File: config.mk
export PLATFORM = sky130hd
export DESIGN_NAME = ksa_mp_share_ctrl
export DESIGN_NICKNAME = d
export VERILOG_FILES = /design/src/rtl/ksa_ctrl_pkg.sv /design/src/rtl/ksa32.sv /design/src/rtl/rr_arb2.sv /design/src/rtl/ksa_mp_share_ctrl.sv
export SDC_FILE = /design/constraint.sdc
export NUM_CORES = 1
export LEC_CHECK = 0
export CAP_MARGIN = 20
export CORE_AREA = 2 2 257 259
export CTS_BUF_LIST = sky130_fd_sc_hd__clkbuf_16
export DETAILED_ROUTE_END_ITERATION = 10
export DIE_AREA = 0 0 259 261
export PLACE_DENSITY = 0.58
export SYNTH_ARGS = -nofsm -noshare
export SYNTH_HDL_FRONTEND = slang
export SYNTH_SLANG_ARGS = --single-unit
export TNS_END_PERCENT = 20
File: constraint.sdc
create_clock -name clk -period 4.7 [get_ports clk]
set_clock_uncertainty 0.2 [all_clocks]
set_input_delay 0.94 -clock clk [delete_from_list [all_inputs] [get_ports clk]]
set_output_delay 0.94 -clock clk [all_outputs]
set_load 0.01 [all_outputs]
File: src/rtl/ksa_ctrl_pkg.sv
// Shared types and constants for the KSA32 share controller.
//   state_t    : controller FSM states
//   DATA_WIDTH : adder word width (fixed by KSA32)
//   REQ0/REQ1  : requester ids as carried on rsp_id / last_grant
//   add_in_t   : one word step presented to the shared adder
package ksa_ctrl_pkg;
  localparam int DATA_WIDTH = 32;

  localparam logic REQ0 = 1'b0;
  localparam logic REQ1 = 1'b1;

  typedef enum logic [1:0] {IDLE, RUN, DONE} state_t;

  typedef struct packed {
    logic [DATA_WIDTH-1:0] a;
    logic [DATA_WIDTH-1:0] b;
    logic                  cin;
  } add_in_t;
endpackage

File: src/rtl/ksa32.sv
// 32-bit Kogge-Stone adder, purely combinational.
//   a, b : addends
//   cin  : carry in
//   sum  : a + b + cin (low 32 bits)
//   cout : carry out of bit 31
module ksa32 (
  input  logic [31:0] a,
  input  logic [31:0] b,
  input  logic        cin,
  output logic [31:0] sum,
  output logic        cout
);
  // gk[l]/pk[l]: group generate/propagate after l prefix levels
  logic [31:0] gk [6];
  logic [31:0] pk [6];
  logic [32:0] c;

  always_comb begin
    gk[0] = a & b;
    pk[0] = a ^ b;
    for (int l = 0; l < 5; l++) begin
      for (int i = 0; i < 32; i++) begin
        if (i >= (1 << l)) begin
          gk[l+1][i] = gk[l][i] | (pk[l][i] & gk[l][i-(1<<l)]);
          pk[l+1][i] = pk[l][i] & pk[l][i-(1<<l)];
        end else begin
          gk[l+1][i] = gk[l][i];
          pk[l+1][i] = pk[l][i];
        end
      end
    end
    // gk[5][i]/pk[5][i] span bits i..0, so cin folds in at the end
    c[0] = cin;
    for (int i = 0; i < 32; i++) c[i+1] = gk[5][i] | (pk[5][i] & cin);
  end

  assign sum  = pk[0] ^ c[31:0];
  assign cout = c[32];
endmodule

File: src/rtl/rr_arb2.sv
// Two-way round-robin arbiter.
//   req  : request vector {req1, req0}
//   upd  : a grant was taken this cycle; remember the winner
//   gnt  : one-hot grant (zero when nobody requests)
//   win  : id of the granted requester (only meaningful when |req)
// last_grant resets to REQ1 so that requester 0 wins the first tie.
module rr_arb2 (
  input  logic       clk,
  input  logic       rst_n,
  input  logic [1:0] req,
  input  logic       upd,
  output logic [1:0] gnt,
  output logic       win
);
  import ksa_ctrl_pkg::*;

  logic last_grant;

  always_comb begin
    win = (req == 2'b11) ? ~last_grant : (req[1] ? REQ1 : REQ0);
    gnt = (req == 2'b00) ? 2'b00 : (win ? 2'b10 : 2'b01);
  end

  always_ff @(posedge clk or negedge rst_n) begin
    if (!rst_n)   last_grant <= REQ1;
    else if (upd) last_grant <= win;
  end
endmodule

File: src/rtl/ksa_mp_share_ctrl.sv
// Shares one KSA32 between two requesters doing WORDS x 32-bit add/sub.
// Operands are latched at accept, then the adder is stepped one word per
// cycle (LSW first) with the carry kept in carry_q between words.
//   req0_* / req1_* : valid/ready request ports (A, B, sub)
//   rsp_*           : valid/ready response (id, sum, cout[, ovf])
//   busy            : controller is in RUN or DONE
// Optional: define KSA_MP_OVF_EN to add rsp_ovf, the signed overflow of
// the wide result.
module ksa_mp_share_ctrl #(
  parameter int DATA_WIDTH = 32,
  parameter int WORDS      = 4
) (
  input  logic                        clk,
  input  logic                        rst_n,
  input  logic                        req0_valid,
  output logic                        req0_ready,
  input  logic [DATA_WIDTH*WORDS-1:0] req0_a,
  input  logic [DATA_WIDTH*WORDS-1:0] req0_b,
  input  logic                        req0_sub,
  input  logic                        req1_valid,
  output logic                        req1_ready,
  input  logic [DATA_WIDTH*WORDS-1:0] req1_a,
  input  logic [DATA_WIDTH*WORDS-1:0] req1_b,
  input  logic                        req1_sub,
  output logic                        rsp_valid,
  input  logic                        rsp_ready,
  output logic                        rsp_id,
  output logic [DATA_WIDTH*WORDS-1:0] rsp_sum,
  output logic                        rsp_cout,
`ifdef KSA_MP_OVF_EN
  output logic                        rsp_ovf,
`endif
  output logic                        busy
);
  import ksa_ctrl_pkg::*;

  if (DATA_WIDTH != ksa_ctrl_pkg::DATA_WIDTH) begin : g_bad_dw
    $error("ksa_mp_share_ctrl: DATA_WIDTH must be 32 to match KSA32");
  end
  if (WORDS < 1 || WORDS > 16) begin : g_bad_words
    $error("ksa_mp_share_ctrl: WORDS must be in 1..16");
  end

  localparam int CW = (WORDS > 1) ? $clog2(WORDS) : 1;
  localparam logic [CW-1:0] LAST = CW'(WORDS - 1);

  state_t                              state;
  logic [CW-1:0]                       cnt;
  logic [WORDS-1:0][DATA_WIDTH-1:0]    a_q, b_q, res_q;
  logic                                sub_q, carry_q, id_q, vld_q, busy_q;
`ifdef KSA_MP_OVF_EN
  logic                                ovf_q;
`endif

  // Arbitration
  logic [1:0] gnt;
  logic       win, idle, accept;

  assign idle   = (state == IDLE);
  assign accept = idle & (|gnt);

  rr_arb2 u_arb (
    .clk   (clk),
    .rst_n (rst_n),
    .req   ({req1_valid, req0_valid}),
    .upd   (accept),
    .gnt   (gnt),
    .win   (win)
  );

  // Ready only in IDLE; gated by rst_n so every output is 0 while in reset
  assign req0_ready = gnt[0] & idle & rst_n;
  assign req1_ready = gnt[1] & idle & rst_n;

  logic [DATA_WIDTH*WORDS-1:0] sel_a, sel_b;
  logic                        sel_sub;
  assign sel_a   = win ? req1_a   : req0_a;
  assign sel_b   = win ? req1_b   : req0_b;
  assign sel_sub = win ? req1_sub : req0_sub;

  // Shared adder, one word per RUN cycle
  add_in_t         add_in;
  logic [DATA_WIDTH-1:0] add_sum;
  logic            add_cout;

  always_comb begin
    add_in.a   = a_q[cnt];
    add_in.b   = b_q[cnt];
    // Subtraction's +1 enters only on word 0; later words chain the carry
    add_in.cin = (cnt == '0) ? sub_q : carry_q;
  end

  ksa32 u_ksa32 (
    .a    (add_in.a),
    .b    (add_in.b),
    .cin  (add_in.cin),
    .sum  (add_sum),
    .cout (add_cout)
  );

  always_ff @(posedge clk or negedge rst_n) begin
    if (!rst_n) begin
      state   <= IDLE;
      cnt     <= '0;
      a_q     <= '0;
      b_q     <= '0;
      res_q   <= '0;
      sub_q   <= 1'b0;
      carry_q <= 1'b0;
      id_q    <= REQ0;
      vld_q   <= 1'b0;
      busy_q  <= 1'b0;
`ifdef KSA_MP_OVF_EN
      ovf_q   <= 1'b0;
`endif
    end else begin
      case (state)
        IDLE: if (accept) begin
          a_q    <= sel_a;
          b_q    <= sel_sub ? ~sel_b : sel_b;
          sub_q  <= sel_sub;
          id_q   <= win;
          cnt    <= '0;
          busy_q <= 1'b1;
          state  <= RUN;
        end
        RUN: begin
          res_q[cnt] <= add_sum;
          carry_q    <= add_cout;
          if (cnt == LAST) begin
            vld_q <= 1'b1;
            state <= DONE;
`ifdef KSA_MP_OVF_EN
            ovf_q <= (a_q[cnt][DATA_WIDTH-1] ~^ b_q[cnt][DATA_WIDTH-1]) &
                     (add_sum[DATA_WIDTH-1] ^ a_q[cnt][DATA_WIDTH-1]);
`endif
          end else begin
            cnt <= cnt + CW'(1);
          end
        end
        DONE: if (rsp_ready) begin
          vld_q  <= 1'b0;
          busy_q <= 1'b0;
          state  <= IDLE;
        end
        default: state <= IDLE;
      endcase
    end
  end

  assign rsp_valid = vld_q;
  assign rsp_id    = id_q;
  assign rsp_sum   = res_q;
  assign rsp_cout  = carry_q;
  assign busy      = busy_q;
`ifdef KSA_MP_OVF_EN
  assign rsp_ovf   = ovf_q;
`endif
endmodule
==> results of run 1 <==
==> power breakdown <==
| group | leakage (nW) | total [W] | internal (W) | switching, W |
|---|---|---|---|---|
| Combinational | 7.29 | 0.0139 | 0.00545 | 0.00848 |
| Clock | 0.730 | 0.00343 | 0.00201 | 0.00142 |
| Sequential | 4.88 | 0.00623 | 0.00509 | 0.00114 |
==> flip-flops by register name, indices dropped and copies added, names as in the netlist <==
name              flops
a_q                 128
b_q                 128
busy                  1
cnt                   2
rsp_cout              1
rsp_id                1
rsp_sum             128
rsp_valid             1
state                 2
sub_q                 1
u_arb.last_grant      1
==> cell type report <==
cell class | count | share of cell area (%)
Clock buffer | 45 | 3.70
Inverter | 15 | 0.185
Tap cell | 864 | 3.55
Timing Repair Buffer | 697 | 23.0
Multi-Input combinational cell | 1574 | 36.2
Sequential cell | 394 | 32.4
Clock inverter | 34 | 0.946
==> metrics by stage <==
step	std cells	area, µm²
after CTS	3623	30400
after global placement	3543	29000
final	3623	30400
after detailed placement	3543	29000
after global routing	3623	30400
after floorplan	2143	21500
==> worst max-delay path by stage <==
stage / to / slack [ns] / from / cells after the start
floorplan: rsp_sum[61]$_DFFE_PN0P_ / 0.67 / cnt[0]$_DFFE_PN0P_ / 11
global placement: rsp_sum[115]$_DFFE_PN0P_ / 0.40 / cnt[0]$_DFFE_PN0P_ / 10
detailed placement: rsp_sum[115]$_DFFE_PN0P_ / 0.28 / cnt[0]$_DFFE_PN0P_ / 10
CTS: rsp_sum[115]$_DFFE_PN0P_ / 0.23 / cnt[0]$_DFFE_PN0P_ / 10
global route: rsp_sum[115]$_DFFE_PN0P_ / 0.05 / cnt[0]$_DFFE_PN0P_ / 10
finish: rsp_sum[120]$_DFFE_PN0P_ / 0.29 / cnt[1]$_DFFE_PN0P_ / 10
==> synth_stat cells (all sizes together) (2+ instances only) <==
cell type / instances / area (µm²)
a221oi: 2 / 52.6
mux2i: 226 / 2270
a211o: 13 / 114
nor2: 30 / 113
nor4: 3 / 25.0
or4: 3 / 22.5
or3: 8 / 50.1
clkbuf: 107 / 403
inv: 15 / 56.3
o22a: 2 / 17.5
a41oi: 2 / 32.5
a21boi: 3 / 22.5
buf: 53 / 246
o21ai: 346 / 1730
o211ai: 8 / 75.1
dfrtp: 393 / 9830
nand3: 33 / 165
o22ai: 2 / 12.5
a21oi: 45 / 233
a31oi: 4 / 25.0
o21bai: 8 / 75.1
and2: 7 / 43.8
nor3: 14 / 75.1
ha: 36 / 450
o21a: 7 / 52.6
a22oi: 38 / 285
nor2b: 3 / 18.8
or2: 2 / 12.5
mux2: 4 / 45.0
a21o: 14 / 105
o31ai: 5 / 42.5
nand4: 34 / 219
nand2: 446 / 1670
xnor2: 141 / 1230
and3: 2 / 12.5
xor2: 8 / 70.1
mux4: 64 / 1440
o311ai: 4 / 35.0
==> what timing repair did <==
action,4_1_cts,5_1_grt
hold buffers,1,0
buffers inserted,0,0
hold endpoints to repair,9,0
==> cell families after synthesis <==
| family | share of synthesized area, % |
|---|---|
| compound gates | 13.8 |
| xor+xnor | 6.06 |
| fa+ha+maj | 2.19 |
| buf+inv | 3.28 |
| flops | 45.8 |
| mux | 17.5 |
| simple gates | 11.3 |
==> layer usage <==
| layer | vias up | wire, µm | share of wire [%] |
|---|---|---|---|
| li1 | 8747 | - | - |
| met1 | 8713 | 35300 | 45 |
| met2 | 561 | 37800 | 48 |
| met3 | 62 | 3870 | 5.0 |
| met4 | 2 | 1020 | 1.3 |
| met5 | - | 11 | 0.014 |
==> layout by cell type, fill, tap and decap left out, drive strengths merged, types with 3 or more instances in the layout <==
master         netlist  routed
clkbuf             107      45
nor4                 3       3
nand4               34      34
o21bai               8       8
buf                 53      45
xor2                 8       8
mux4                64      64
o311ai               4       4
o21ai              346     346
a21oi               45      45
or3                  8       8
o31ai                5       5
nor2b                3       3
a211o               13      13
ha                  36      36
a21o                14      14
clkinv               0      18
mux2                 4       4
inv                 15      25
o21a                 7       7
xnor2              141     141
clkdlybuf4s50        0     651
nand2              446     446
nor3                14      14
or4                  3       3
bufinv               0       5
dfrtp              393     393
nor2                30      30
a22oi               38      38
a21boi               3       3
and2                 7       7
mux2i              226     226
o211ai               8       8
a31oi                4       4
nand3               33      33
==> worst max-delay path, cell delays in order, from the launching register on <==
cell,delay (ns)
dfrtp_4,0.89
buf_4,0.29
mux4_2,0.33
ha_1,0.43
a21oi_1,0.33
o21a_1,0.47
a21boi_0,0.29
o211ai_1,0.20
a21oi_1,0.23
xor2_1,0.36
o21ai_0,0.15
==> out/qor.txt, run 1 <==
RSZ-0062 raised after global routing - no
Critical R2R Launch - cnt[1]$_DFFE_PN0P_
run status - complete, no violations
flop2flop setup slack - 0.29 ns
via count - 18100
met2 Use GR - 38.0%
FF-to-FF End - rsp_sum[120]$_DFFE_PN0P_
syn_area_per_cell - 10.0 µm²
fin. max-slew vios - 0
wire per inst - 21.5 µm
nets - 3282
final setup TNS - 0 ns
core area - 65000 µm²
CTS Root Cell - clkbuf_16
PortBufs - 652
Num CTS Buffers - 44
Slew @ Worst Pin - 1.07 ns
hold path start - a_q[22]$_DFFE_PN0P_
CP Launch Type - register
antenna diode count - 0
first-pass GRT wire length - 115000 µm
die area - 67600 µm²
post-synthesis sequential area ratio - 45.8%
Hold WC Path Type - register to register
Routed WL - 78000 µm
synthesis warning total - 0
GR Layer Usage met3 - 3.53%
Synth-to-Final Area Change - 41.4%
H-tree depth - 2
Top Usage Layer GRT - met2
WHS - 0.263 ns
P_leak - 12.9 nW
Vert. Die Dim - 261 µm
DRT iter0 DRCs - 1110
worst slack at placement - 0.275 ns
Max-slew headroom - 28.6%
synthesized cell area - 21500 µm²
Fmax achieved - 227 MHz
antenna viol nets, final - 0
Register Area - 9870 µm²
vias in the first global route - 18100
clock insertion delay at the later pin of the skew report - 0.57 ns
crit path DAT - 4.61 ns
required time worst endpoint - 4.90 ns
critical path capture point type - register
Mapped Nets - 2699
total power - 0.0236 W
layout cells sized above 1 - 7.47%
Cell variety after synth - 58
Final Hold Vio Count - 0
CTS tree - yes
Final period util - 93.8%
Worst Hold Depth - 2
Global Route Usage Sum - 22.6%
CTS resizes - 0
Vias/cell - 4.99
initial antenna violation count - 1
top_reg_cell synth - dfrtp_1
Clock Sinks - 394
Yosys reg bits - 394
end of the worst hold path - a_q[22]$_DFFE_PN0P_
Post-Synthesis Cells - 2143
Multi-input gate area - 11000 µm²
Period minus WS final - 4.41 ns
final setup fails - 0
EDFF count, synth - 0
worst vdd ir - 0.513 mV
clock buffer depth - 3
Placer Congestion - 0.865
router iterations before antenna repair - 5
Worst Reg-to-Reg Cells - 10
HPWL Detailed - 61800 µm
Setup CP Type - register to register
Setup WS post-layout - 0.292 ns
Reg clk slew, reported paths - 0.06 ns
met1 Usage GRT - 31.3%
DRC viols - 0
Max Cap Viol - 0
largest net degree at the start of global routing - 253
crit-path max FO - 40
pwr dens - 775 nW/µm²
I/O pins - 653
row count - 94
Post-synth ARST share - 100%
Starting Density - 33.1%
Die Wd - 259 µm
Fillers - 6064
post-layout util - 46.8%
Overflow after GRT - 0
Power figures use the tool's default switching activity.
==> run 2, diff against run 1 <==
- CAP_MARGIN: 20 -> 0
- SKIP_LAST_GASP: default -> 1
==> results of run 2 <==
Final layout, timing and power as in run 1 (identical DEF).
==> RTL edit (settings of run 1) <==
The option `KSA_MP_OVF_EN` is turned on by a define.
--- a/src/rtl/ksa_mp_share_ctrl.sv
+++ b/src/rtl/ksa_mp_share_ctrl.sv
@@ -7,4 +7,6 @@
 // Optional: define KSA_MP_OVF_EN to add rsp_ovf, the signed overflow of
 // the wide result.
+`define KSA_MP_OVF_EN
+
 module ksa_mp_share_ctrl #(
   parameter int DATA_WIDTH = 32,
New outputs: rsp_ovf. Check against the original RTL: not settled (the Yosys comparison gave no result); the edit may change what the design does.
==> RTL edit against run 1 <==
- sequential share of layout area up 0.91 points
- sequential cell count up 1
- design area decreased by 2.5%
- final cell count fell by 3.2%
- maximum frequency grew 2.1%
- power fell by 9.1%
- clock power down 2%
- critical path depth up 1
- routed wire length is 7.4% lower
- setup slack improved by 89 ps
- synthesized area decreased by 3.6%
==> RTL edit: results (changes against run 1) <==
Run status
  • Status: finished, final reports clean

Synthesis
  • Post-synth cell types: 58 (unchanged)
  • Net Count, Synth: 2568 (-4.9%)
  • Yosys warnings: 0 (unchanged)
  • Synth area leader: dfrtp_1
  • Sequential area share after synthesis: 47.7% (+1.8 points)
  • Mean Syn Cell Area: 10.3 µm² (+2.7%)
  • Top cells by count, synth: nand2_1 (433), dfrtp_1 (394), o21ai_0 (312)
  • Synth area leaders: dfrtp_1 (48%), mux2i_1 (11%), nand2_1 (7.8%)

Route
  • WL/cell: 20.6 µm (-4.3%)
  • 1st-iter DRT viols: 1177 (+6.0%)
  • Top layer in use: met4
  • Metal3 WL: 3350 µm (-13%)
  • Total iterations of the first detailed-routing run: 5 (unchanged)
  • WL met2: 34800 µm (-8.0%)
  • Vias: 16979 (-6.1%)
  • Metal1 wirelength: 32600 µm (-7.8%)
  • Detailed Route WL: 72300 µm (-7.4%)

Global route
  • Vias in the first global route: 17621 (-2.8%)
  • Largest net degree at the start of global routing: 294 (+16%)
  • Initial antenna violation count: 4 (+3)
  • Global-route wire length before repair: 108000 µm (-6.0%)
  • GRT Total Usage: 21.1% (-1.5 points)

Power and ir drop
  • Peak supply drop: 0.377 mV (-26%)
  • Leakage: 12.7 nW (-1.5%)
  • PD cells: 722 nW/µm² (-6.8%)

Critical path
  • Crit Path Max Fanout: 15 (-63%)
  • R2r endpoint: rsp_sum[127]
  • R2R cell count: 11 (+1)
  • Slowest stage delay, CP: 630 ps (-260 ps)
  • R2r setup slk: 380 ps (+90 ps)
  • Crit path DAT: 4540 ps (-70 ps)
  • Largest delay share family, worst path: compound AO/OA/AOI/OAI gates
  • Critical Path Source: cnt[0]

Placed design
  • Placed Cells: 3415 (-3.6%)
  • # port buffers: 653 (+0.15%)
  • Post-DP HPWL: 56200 µm (-9.0%)
  • Setup Slack @ Placement: 329 ps (+53.7 ps)
  • Post-DP Area: 28200 µm² (-2.7%)
  • Placer Congestion: 0.820 (-5.3%)

Clocking
  • TritonCTS buffer count: 46 (+4.5%)
  • Worst skew pair latency: around 580 ps
  • CTS root buf: clkbuf_16

Finish
  • Nets@finish: 3157 (-3.8%)
  • Fill count: 6149 (+1.4%)
  • Layout cells sized above 1: 7.47% (about the same)

Timing
  • Minimum clock period: 4320 ps (-89.5 ps)
  • WHS: 267 ps (+4.17 ps)
  • Worst-Margin Slew: 1040 ps (-30.9 ps)
-- RTL edit: power breakdown --
part | switching (mW) | internal, mW | leakage [nW]
sequential | 1.10 | 5.11 | 4.89
clock | 1.47 | 1.88 | 0.724
combinational | 6.87 | 5.00 | 7.09
-- RTL edit: worst min path at each step --
stage | start | to | depth (start not counted)
floorplan | a_q[95] | a_q[95] | 2
global placement | a_q[15] | a_q[15] | 2
detailed placement | a_q[96] | a_q[96] | 2
CTS | a_q[27] | a_q[27] | 2
global route | a_q[8] | a_q[8] | 2
finish | a_q[30] | a_q[30] | 2
-- RTL edit: cells by family (layout without fill, tap and decap cells) --
kind of cell	after synthesis	after routing	synth area share [%]
AOI/OAI and AO/OA	465	465	12.9
xor gates and xnor gates	148	148	6.28
adders and majority gates	37	37	2.27
buffers and inverters	162	788	3.09
DFF	395	395	47.7
muxes	288	288	17.8
other	0	4	0
and+or+nand+nor	517	517	10.0
-- RTL edit: tightest hold or removal path, cell delays in order (launching register included) --
cell	delay (ps)
dfrtp_1	340
nand2_1	50
nand2_1	50
-- RTL edit: routing by layer --
layer / GRT usage [%] / up-vias
li1: - / 8222
met1: 28.8 / 8179
met2: 35.2 / 488
met3: 3.21 / 90
met4: 5.22 / 0
met5: 0 / -
-- RTL edit: layout make-up --
class | instances | area share [%]
Tap cell | 864 | 3.64
Antenna cell | 4 | 0.0337
Clock buffer | 49 | 4.13
Clock inverter | 36 | 0.594
Inverter | 16 | 0.202
Sequential cell | 395 | 33.3
Multi-Input combinational cell | 1455 | 34.6
Timing Repair Buffer | 687 | 23.4
-- RTL edit: repair_timing --
action	in CTS	in global routing
setup buffers	0	0
hold endpoints to repair	15	0
hold buffers	1	0
